`src/rtl/moving_average_window_ctrl_pkg.sv`:
```
// Shared settings for the moving-average window controller: widths, limits,
// controller state encoding and the register write payload layout.
package moving_average_window_ctrl_pkg;

   localparam int unsigned SIZE_REGISTER                   = 16;
   localparam int unsigned SIZE_MOVING_AVERAGE_WINDOW_CODE = 3;
   localparam int unsigned MOVING_AVERAGE_MAX_WINDOW_CODE  = 6;
   localparam int unsigned SIZE_WINDOW_CODE                = SIZE_MOVING_AVERAGE_WINDOW_CODE;
   localparam int unsigned MAX_WINDOW_CODE                 = MOVING_AVERAGE_MAX_WINDOW_CODE;
   localparam int unsigned SIZE_FILL_COUNTER               = 7;
   localparam int unsigned CFG_ENABLE_BIT                  = 15;

   typedef enum logic [1:0] {
      IDLE,
      CLEAR,
      FILL,
      RUN
   } ma_ctrl_state_t;

   // Register write word: enable in the MSB, window code in the low bits.
   typedef struct packed {
      logic                                           enable;
      logic [SIZE_REGISTER-SIZE_WINDOW_CODE-2:0]      reserved;
      logic [SIZE_WINDOW_CODE-1:0]                    code;
   } cfg_word_t;

   // Window length for a (legal) log2 window code.
   function automatic logic [SIZE_FILL_COUNTER-1:0] window_of(
      input logic [SIZE_WINDOW_CODE-1:0] code
   );
      return SIZE_FILL_COUNTER'(1) << code;
   endfunction

endpackage

```
`src/rtl/moving_average_window_ctrl_if.sv`:
```
// Register/sample inputs and filter control outputs of one channel's
// moving-average window controller.
//   master: register interface + ADC strobe side (drives cfg_*, sample_valid)
//   slave : the controller (drives the ma_*, busy and cfg_error outputs)
interface moving_average_window_ctrl_if;
   import moving_average_window_ctrl_pkg::*;

   logic                         cfg_we;
   logic [SIZE_REGISTER-1:0]     cfg_data;
   logic                         sample_valid;
   logic                         ma_clear;
   logic                         ma_sample_en;
   logic [SIZE_WINDOW_CODE-1:0]  ma_shift;
   logic [SIZE_FILL_COUNTER-1:0] ma_window;
   logic                         ma_result_valid;
   logic                         busy;
   logic                         cfg_error;

   modport master (
      output cfg_we, cfg_data, sample_valid,
      input  ma_clear, ma_sample_en, ma_shift, ma_window,
             ma_result_valid, busy, cfg_error
   );

   modport slave (
      input  cfg_we, cfg_data, sample_valid,
      output ma_clear, ma_sample_en, ma_shift, ma_window,
             ma_result_valid, busy, cfg_error
   );

endinterface

```
`src/rtl/moving_average_window_ctrl.sv`:
```
// Per-channel moving-average window controller. Every accepted register write
// restarts the filter (CLEAR one cycle, FILL until a full window of fresh
// samples, then RUN) and flags when the filter output is a full-window average.
// Ports:
//   clk   - system clock
//   reset - synchronous, active-high reset
//   bus   - slave side of moving_average_window_ctrl_if:
//           cfg_we/cfg_data/sample_valid in; ma_clear, ma_sample_en (gated
//           strobe, same cycle as sample_valid), ma_shift, ma_window,
//           ma_result_valid, busy, cfg_error out (registered)
module moving_average_window_ctrl
   import moving_average_window_ctrl_pkg::*;
(
   input  logic                         clk,
   input  logic                         reset,
   moving_average_window_ctrl_if.slave  bus
);

   ma_ctrl_state_t               state;
   ma_ctrl_state_t               state_next;
   logic [SIZE_FILL_COUNTER-1:0] fill_count;
   logic [SIZE_FILL_COUNTER-1:0] fill_count_next;
   logic [SIZE_FILL_COUNTER-1:0] fill_inc;
   logic [SIZE_WINDOW_CODE-1:0]  shift_q;
   logic [SIZE_WINDOW_CODE-1:0]  shift_next;
   logic [SIZE_FILL_COUNTER-1:0] window_q;
   logic [SIZE_FILL_COUNTER-1:0] window_next;
   logic                         clear_q;
   logic                         clear_next;
   logic                         busy_q;
   logic                         busy_next;
   logic                         valid_q;
   logic                         valid_next;
   logic                         error_q;
   logic                         error_next;
   logic                         sample_en_c;
   logic                         sample_ok;
   logic                         code_too_big;
   logic [SIZE_WINDOW_CODE-1:0]  code_sat;
   cfg_word_t                    cfg_word;
   logic                         unused_reserved;

   assign cfg_word        = cfg_word_t'(bus.cfg_data);
   assign unused_reserved = ^cfg_word.reserved;

   // A write in the same cycle steals the sample; reset suppresses it as well.
   assign sample_ok    = bus.sample_valid && !bus.cfg_we && !reset;
   assign fill_inc     = fill_count + SIZE_FILL_COUNTER'(1);
   assign code_too_big = cfg_word.code > SIZE_WINDOW_CODE'(MAX_WINDOW_CODE);
   assign code_sat     = code_too_big ? SIZE_WINDOW_CODE'(MAX_WINDOW_CODE) : cfg_word.code;

   // Next state, counter, applied window and output values.
   always_comb begin
      state_next      = state;
      fill_count_next = fill_count;
      shift_next      = shift_q;
      window_next     = window_q;
      valid_next      = 1'b0;
      error_next      = 1'b0;
      sample_en_c     = 1'b0;

      case (state)
         IDLE: begin
         end
         CLEAR: begin
            fill_count_next = '0;
            state_next      = FILL;
         end
         FILL: begin
            if (sample_ok) begin
               sample_en_c     = 1'b1;
               fill_count_next = fill_inc;
               if (fill_inc == window_q) begin
                  state_next = RUN;
                  valid_next = 1'b1;
               end
            end
         end
         RUN: begin
            if (sample_ok) begin
               sample_en_c = 1'b1;
               valid_next  = 1'b1;
            end
         end
      endcase

      // A write always restarts (or stops) the channel, whatever the state.
      if (bus.cfg_we) begin
         shift_next  = code_sat;
         window_next = window_of(code_sat);
         error_next  = code_too_big;
         state_next  = cfg_word.enable ? CLEAR : IDLE;
      end

      clear_next = (state_next == CLEAR);
      busy_next  = (state_next == CLEAR) || (state_next == FILL);
   end

   // State, counter and registered outputs.
   always_ff @(posedge clk) begin
      if (reset) begin
         state      <= IDLE;
         fill_count <= '0;
         shift_q    <= '0;
         window_q   <= SIZE_FILL_COUNTER'(1);
         clear_q    <= 1'b0;
         busy_q     <= 1'b0;
         valid_q    <= 1'b0;
         error_q    <= 1'b0;
      end else begin
         state      <= state_next;
         fill_count <= fill_count_next;
         shift_q    <= shift_next;
         window_q   <= window_next;
         clear_q    <= clear_next;
         busy_q     <= busy_next;
         valid_q    <= valid_next;
         error_q    <= error_next;
      end
   end

   assign bus.ma_clear        = clear_q;
   assign bus.ma_sample_en    = sample_en_c;
   assign bus.ma_shift        = shift_q;
   assign bus.ma_window       = window_q;
   assign bus.ma_result_valid = valid_q;
   assign bus.busy            = busy_q;
   assign bus.cfg_error       = error_q;

endmodule
```
`src/flat_wrapper.sv`:
```
// flat-port wrapper written by rule: the top's interface ports become plain ports
module moving_average_window_ctrl_flat import moving_average_window_ctrl_pkg::*;
  (clk, reset, bus_cfg_we, bus_cfg_data, bus_sample_valid, bus_ma_clear, bus_ma_sample_en, bus_ma_shift, bus_ma_window, bus_ma_result_valid, bus_busy, bus_cfg_error);
  moving_average_window_ctrl_if bus_i ();
  input  logic clk;
  input  logic reset;
  input wire logic [$bits(bus_i.cfg_we)-1:0] bus_cfg_we;
  input wire logic [$bits(bus_i.cfg_data)-1:0] bus_cfg_data;
  input wire logic [$bits(bus_i.sample_valid)-1:0] bus_sample_valid;
  output wire logic [$bits(bus_i.ma_clear)-1:0] bus_ma_clear;
  output wire logic [$bits(bus_i.ma_sample_en)-1:0] bus_ma_sample_en;
  output wire logic [$bits(bus_i.ma_shift)-1:0] bus_ma_shift;
  output wire logic [$bits(bus_i.ma_window)-1:0] bus_ma_window;
  output wire logic [$bits(bus_i.ma_result_valid)-1:0] bus_ma_result_valid;
  output wire logic [$bits(bus_i.busy)-1:0] bus_busy;
  output wire logic [$bits(bus_i.cfg_error)-1:0] bus_cfg_error;
  assign bus_i.cfg_we = bus_cfg_we;
  assign bus_i.cfg_data = bus_cfg_data;
  assign bus_i.sample_valid = bus_sample_valid;
  assign bus_ma_clear = bus_i.ma_clear;
  assign bus_ma_sample_en = bus_i.ma_sample_en;
  assign bus_ma_shift = bus_i.ma_shift;
  assign bus_ma_window = bus_i.ma_window;
  assign bus_ma_result_valid = bus_i.ma_result_valid;
  assign bus_busy = bus_i.busy;
  assign bus_cfg_error = bus_i.cfg_error;
  moving_average_window_ctrl u_core (.clk(clk), .reset(reset), .bus(bus_i));
endmodule
```
`config.mk`:
```
export PLATFORM = sky130hd
export DESIGN_NAME = moving_average_window_ctrl_flat
export DESIGN_NICKNAME = d
export VERILOG_FILES = /design/src/rtl/moving_average_window_ctrl_pkg.sv /design/src/rtl/moving_average_window_ctrl_if.sv /design/src/rtl/moving_average_window_ctrl.sv /design/src/flat_wrapper.sv
export SDC_FILE = /design/constraint.sdc
export NUM_CORES = 1
export LEC_CHECK = 0
export ABC_AREA = 1
export CORE_UTILIZATION = 35
export CTS_CLUSTER_DIAMETER = 100
export CTS_CLUSTER_SIZE = 40
export DETAILED_ROUTE_END_ITERATION = 6
export PLACE_DENSITY = 0.72
export SLEW_MARGIN = 10
export SYNTH_ARGS = -nofsm -noshare
export SYNTH_HDL_FRONTEND = slang
export SYNTH_SLANG_ARGS = --single-unit
```
`constraint.sdc`:
```
create_clock -name clk -period 4.4 [get_ports clk]
set_clock_uncertainty 0.15 [all_clocks]
set_input_delay 1.32 -clock clk [delete_from_list [all_inputs] [get_ports clk]]
set_output_delay 1.32 -clock clk [all_outputs]
set_load 0.01 [all_outputs]
```
==> results by stage, run 1 <==
Critical path:
- The worst setup path is captured at an output port.
- The startpoint type of the worst setup path is an input port.
- The slowest stage of the critical path belongs to the cell sky130_fd_sc_hd__clkdlybuf4s50_1.
- For flop-to-flop paths, the worst setup slack is 2.29 ns.
- In this run the critical register-to-register path is launched from u_core.fill_count[0]$_SDFFE_PP0P_.
- The data required time at the worst endpoint is 2.93 ns.
- Counting cells, the worst reg-to-reg path comes to 14.
- The worst setup path is of the input port to output port kind.
- The endpoint of the worst register-to-register path is u_core.bus.busy$_SDFF_PP0_.
- For this run, the slowest stage of the critical path takes 0.52 ns.
- In this run the worst path has a maximum fanout of 4.
- The data arrival time of the critical path is 2.77 ns.
- The critical path goes through clkdlybuf4s50_1, inv_1, nand3_1, nor2_1, inv_1, nand2_1, clkdlybuf4s50_1.

STA:
- The number of setup violations in the final report is 0.
- The final critical path takes up between 90% and 100% of the cycle.
- In this run the tightest slew margin relative to its limit is 76.7%.
- The total negative slack for setup checks is 0 ns.
- The fmax is 236 MHz.
- Setup repair after global routing left no endpoint under its margin.
- The max-slew violation total from the final report is 0.
- For the pin with the worst max-slew slack, the measured transition is 0.348 ns.
- The smallest clock period supported by the final layout is computed as 4.24 ns.
- The final number of hold-violating endpoints is 0.

Hold path:
- The number of stages on the worst hold path is 2.
- The hold path endpoint is u_core.bus.ma_shift[1]$_SDFFE_PP0P_.
- The min-delay analysis places its worst path in the category flop to flop.
- The origin of the worst min-delay path is u_core.bus.ma_shift[1]$_SDFFE_PP0P_.

Cells and area:
- The layout filler cell count is ~320.
- The final cell area excluding filler cells is 1510 um^2.
- The diode insertion count for antenna repair is 0.
- Relative to the synthesized area, the layout overhead comes to 26.9%.
- The final layout contains between 200 and 250 nets.
- The proportion of layout cells with a drive suffix above 1 is 10.6%.

Routing:
- The wire length on met2 is 1120 um.
- After detailed routing, the average wire length per cell comes to 9.88 um.
- The length of routed met3 wiring is 81 um.
- After the first detailed-routing iteration, the DRC count stood at 25.
- The detailed-routing iteration count for the pre-antenna-repair pass is 4.
- The residual antenna-violating net count after detailed routing is 0.
- The routed metal-1 wire length is 1160 um.
- Using the TritonRoute via totals, the vias-per-cell ratio works out to 4.60.
- For this run, design rule violations remaining after detail routing come to 0.
- Summed over all layers, the routed wires come to roughly 2400 um.
- The via total after detailed routing is 1112.
- The highest layer touched by signal routing is met4.

Clock tree:
- For this design, the sink count on the clock tree is 23.
- The clock tree from TritonCTS is done.
- In this run the number of H-tree levels came out at 1.
- The post-CTS clock slew at the launch and capture registers of the worst setup and hold paths is 0.12 ns.
- The cell chosen for the clock root is sky130_fd_sc_hd__clkbuf_4.
- The clock tree buffer depth is 2.
- Buffers inserted to repair hold after CTS numbered 0.
- The total of cells resized after clock tree synthesis is 0.
- For the worst-skew pair, the clock arrives at the later sink with an insertion delay of 0.31 ns.
- The number of setup buffers added after CTS is 0.
- The number of buffers created by CTS is 3.

Yosys:
- The fraction of synthesis flops using an asynchronous set or reset pin is 0%.
- The dominant cell type by area after synthesis is sky130_fd_sc_hd__dfxtp_1.
- Summing the areas of all and, or, nand and nor instances in the mapped netlist gives 32.9% of the synthesized area.
- After synthesis, the most frequently instantiated cells are sky130_fd_sc_hd__nand2_1 (43), sky130_fd_sc_hd__dfxtp_1 (23), sky130_fd_sc_hd__inv_1 (21), sky130_fd_sc_hd__nand3_1 (20).
- Summing every instance area after synthesis gives 1190 um^2.
- The number of synthesized register bits is 23.
- The synthesized design contains 0 enable-type register cells.
- The sequential-to-total area share from yosys stat is 38.7%.
- The cell count after synthesis is 171.
- Yosys printed 0 warnings.
- The largest family of logic cells by synthesized area is simple AND/OR/NAND/NOR gates.
- Counting every net in the synthesized netlist gives 197.
- Of the post-synthesis cell area, the dominant cell type holds 38.7%.
- The most used standard cell by instance count after synthesis is sky130_fd_sc_hd__nand2_1.
- The synthesized netlist contains 22 unique library cells.
- In the post-synthesis netlist, the biggest area contributors are sky130_fd_sc_hd__dfxtp_1 (39%), sky130_fd_sc_hd__nand2_1 (14%), sky130_fd_sc_hd__nand3_1 (8.4%).
- Measured against the total synthesized area, the mux share comes to 0%.
- The XOR/XNOR share of the synthesized area is 2.95%.
- The dominant synthesized flop cell is sky130_fd_sc_hd__dfxtp_1.
- The share of synthesized cell area in full adder, half adder and majority cells is 6.32%.
- The average footprint of a synthesized cell is just under 7 um^2.
- The compound-gate portion of the synthesized area is 10.8%.

Place:
- Summed over all nets, the half-perimeter wirelength after detailed placement is 1810 um.
- The weighted congestion reported at the end of routability-driven placement is around 0.78.
- The total cell area at the placement stage is ~1500 um^2.
- Port buffering added 22 buffers.

Floorplan:
- The die span in x is about 60 um.
- The floorplan step defined a die boundary enclosing 3630 um^2.
- The region available for standard cell placement spans 3130 um^2.
- The die is 60.3 um tall.
- The number of I/O pins is 35.
- The initial utilization of the core area, before any placement, comes to 38.0%.
- The floorplan has 20 rows.

Global route:
- The total global-route track usage is 15.4%.
- The largest net degree at the start of global routing is 20.
- The number of antenna violations at the first check in global routing is 0.
- The first global-routing pass estimated 4210 um of wire.
- The number of global-route vias before repair is approximately 1000.
- Summed over all layers, the global routing overflow is 0.

Run:
- Across the run, the number of max-cap violations was 0.

Power and ir drop:
- In this run the static leakage power is 0.630 nW.
- The peak ir drop on the vdd network is 0.139 mV.
- The power density over the cells is approximately 250 nW/um^2.

Status:
- The run finished with clean final reports.
-- routing by layer --
layer / vias to the layer above / GRT usage, %
met2: 19 / 25.4
met5: - / 0
met1: 485 / 19.8
met3: 4 / 2.60
met4: 0 / 5.98
li1: 604 / -
-- worst max-delay path, delay by kind of cell --
kind | cells | cell delay (ns)
simple gates | 3 | 0.31
buf+inv | 4 | 1.14
-- how the worst max path moves through the flow --
| stage | depth (start not counted) | slack (ns) | startpoint | to |
|---|---|---|---|---|
| after global placement | 7 | 0.16 | reset | bus_ma_sample_en |
| final | 7 | 0.16 | reset | bus_ma_sample_en |
| after floorplan | 5 | 0.91 | reset | bus_ma_sample_en |
| after CTS | 7 | 0.15 | reset | bus_ma_sample_en |
| after detailed placement | 7 | 0.15 | reset | bus_ma_sample_en |
| after global routing | 7 | 0.02 | reset | bus_ma_sample_en |
-- stage by stage --
stage	hold slack [ns]	worst slack [ns]	instances	power, mW	utilization, %
after global routing	0.353	0.0229	242	0.399	48.2
after detailed placement	0.324	0.148	238	0.284	47.4
final	0.340	0.160	242	0.378	48.2
after floorplan	0.304	0.908	171	0.255	-
after CTS	0.345	0.149	242	0.383	48.2
after global placement	0.318	0.164	238	0.284	47.4
-- cell usage in the layout (no fill, tap or decap), drive strengths merged --
cell,netlist,layout
nor2,17,17
nor3,1,1
nand4,1,1
a2111oi,1,1
a211oi,1,1
buf,1,4
ha,6,6
clkbuf,2,4
xnor2,2,2
or2,1,1
inv,23,23
dfxtp,23,23
o21ai,6,6
nand2,48,48
nand3,20,20
a21oi,15,15
nand3b,1,1
xor2,2,2
clkdlybuf4s50,0,22
-- cells by family after synthesis --
logic type | after synthesis
buffers and inverters | 26
flip-flops | 23
AND/OR/NAND/NOR | 89
adder cells (fa/ha/maj) | 6
XOR/XNOR | 4
AO/OA/AOI/OAI | 23
-- power by group --
| part | internal (mW) | switching, mW | leakage [nW] |
|---|---|---|---|
| Combinational | 0.0290 | 0.0298 | 0.427 |
| Sequential | 0.216 | 0.00469 | 0.188 |
| Clock | 0.0354 | 0.0631 | 0.0150 |
-- layout make-up --
cell class	instances	area (um^2)	area share, %
clock buffers	4	26.3	1.74
multi-input cells	122	631	41.8
well taps	44	55.1	3.65
inverters	23	86.3	5.72
repair buffers	26	250	16.6
flip-flops and latches	23	460	30.5
-- flip-flops by register name, indices dropped and copies added, names as in the netlist, named ones only --
name,count
u_core.fill_count,7
u_core.state,1
u_core.bus.busy,1
u_core.bus.ma_shift,3
u_core.bus.ma_clear,1
u_core.bus.cfg_error,1
u_core.bus.ma_window,7
u_core.bus.ma_result_valid,1
Power figures use the tool's default switching activity.
==> run 2: changes to the inputs <==
--- a/config.mk
+++ b/config.mk
@@ -7,7 +7,7 @@
 export LEC_CHECK = 0
 export ABC_AREA = 1
 export CORE_UTILIZATION = 35
-export CTS_CLUSTER_DIAMETER = 100
+export CTS_CLUSTER_DIAMETER = 60
 export CTS_CLUSTER_SIZE = 40
 export DETAILED_ROUTE_END_ITERATION = 6
 export PLACE_DENSITY = 0.72
==> results of run 2 <==
The final DEF is identical to that of run 1; final timing and power are the same.
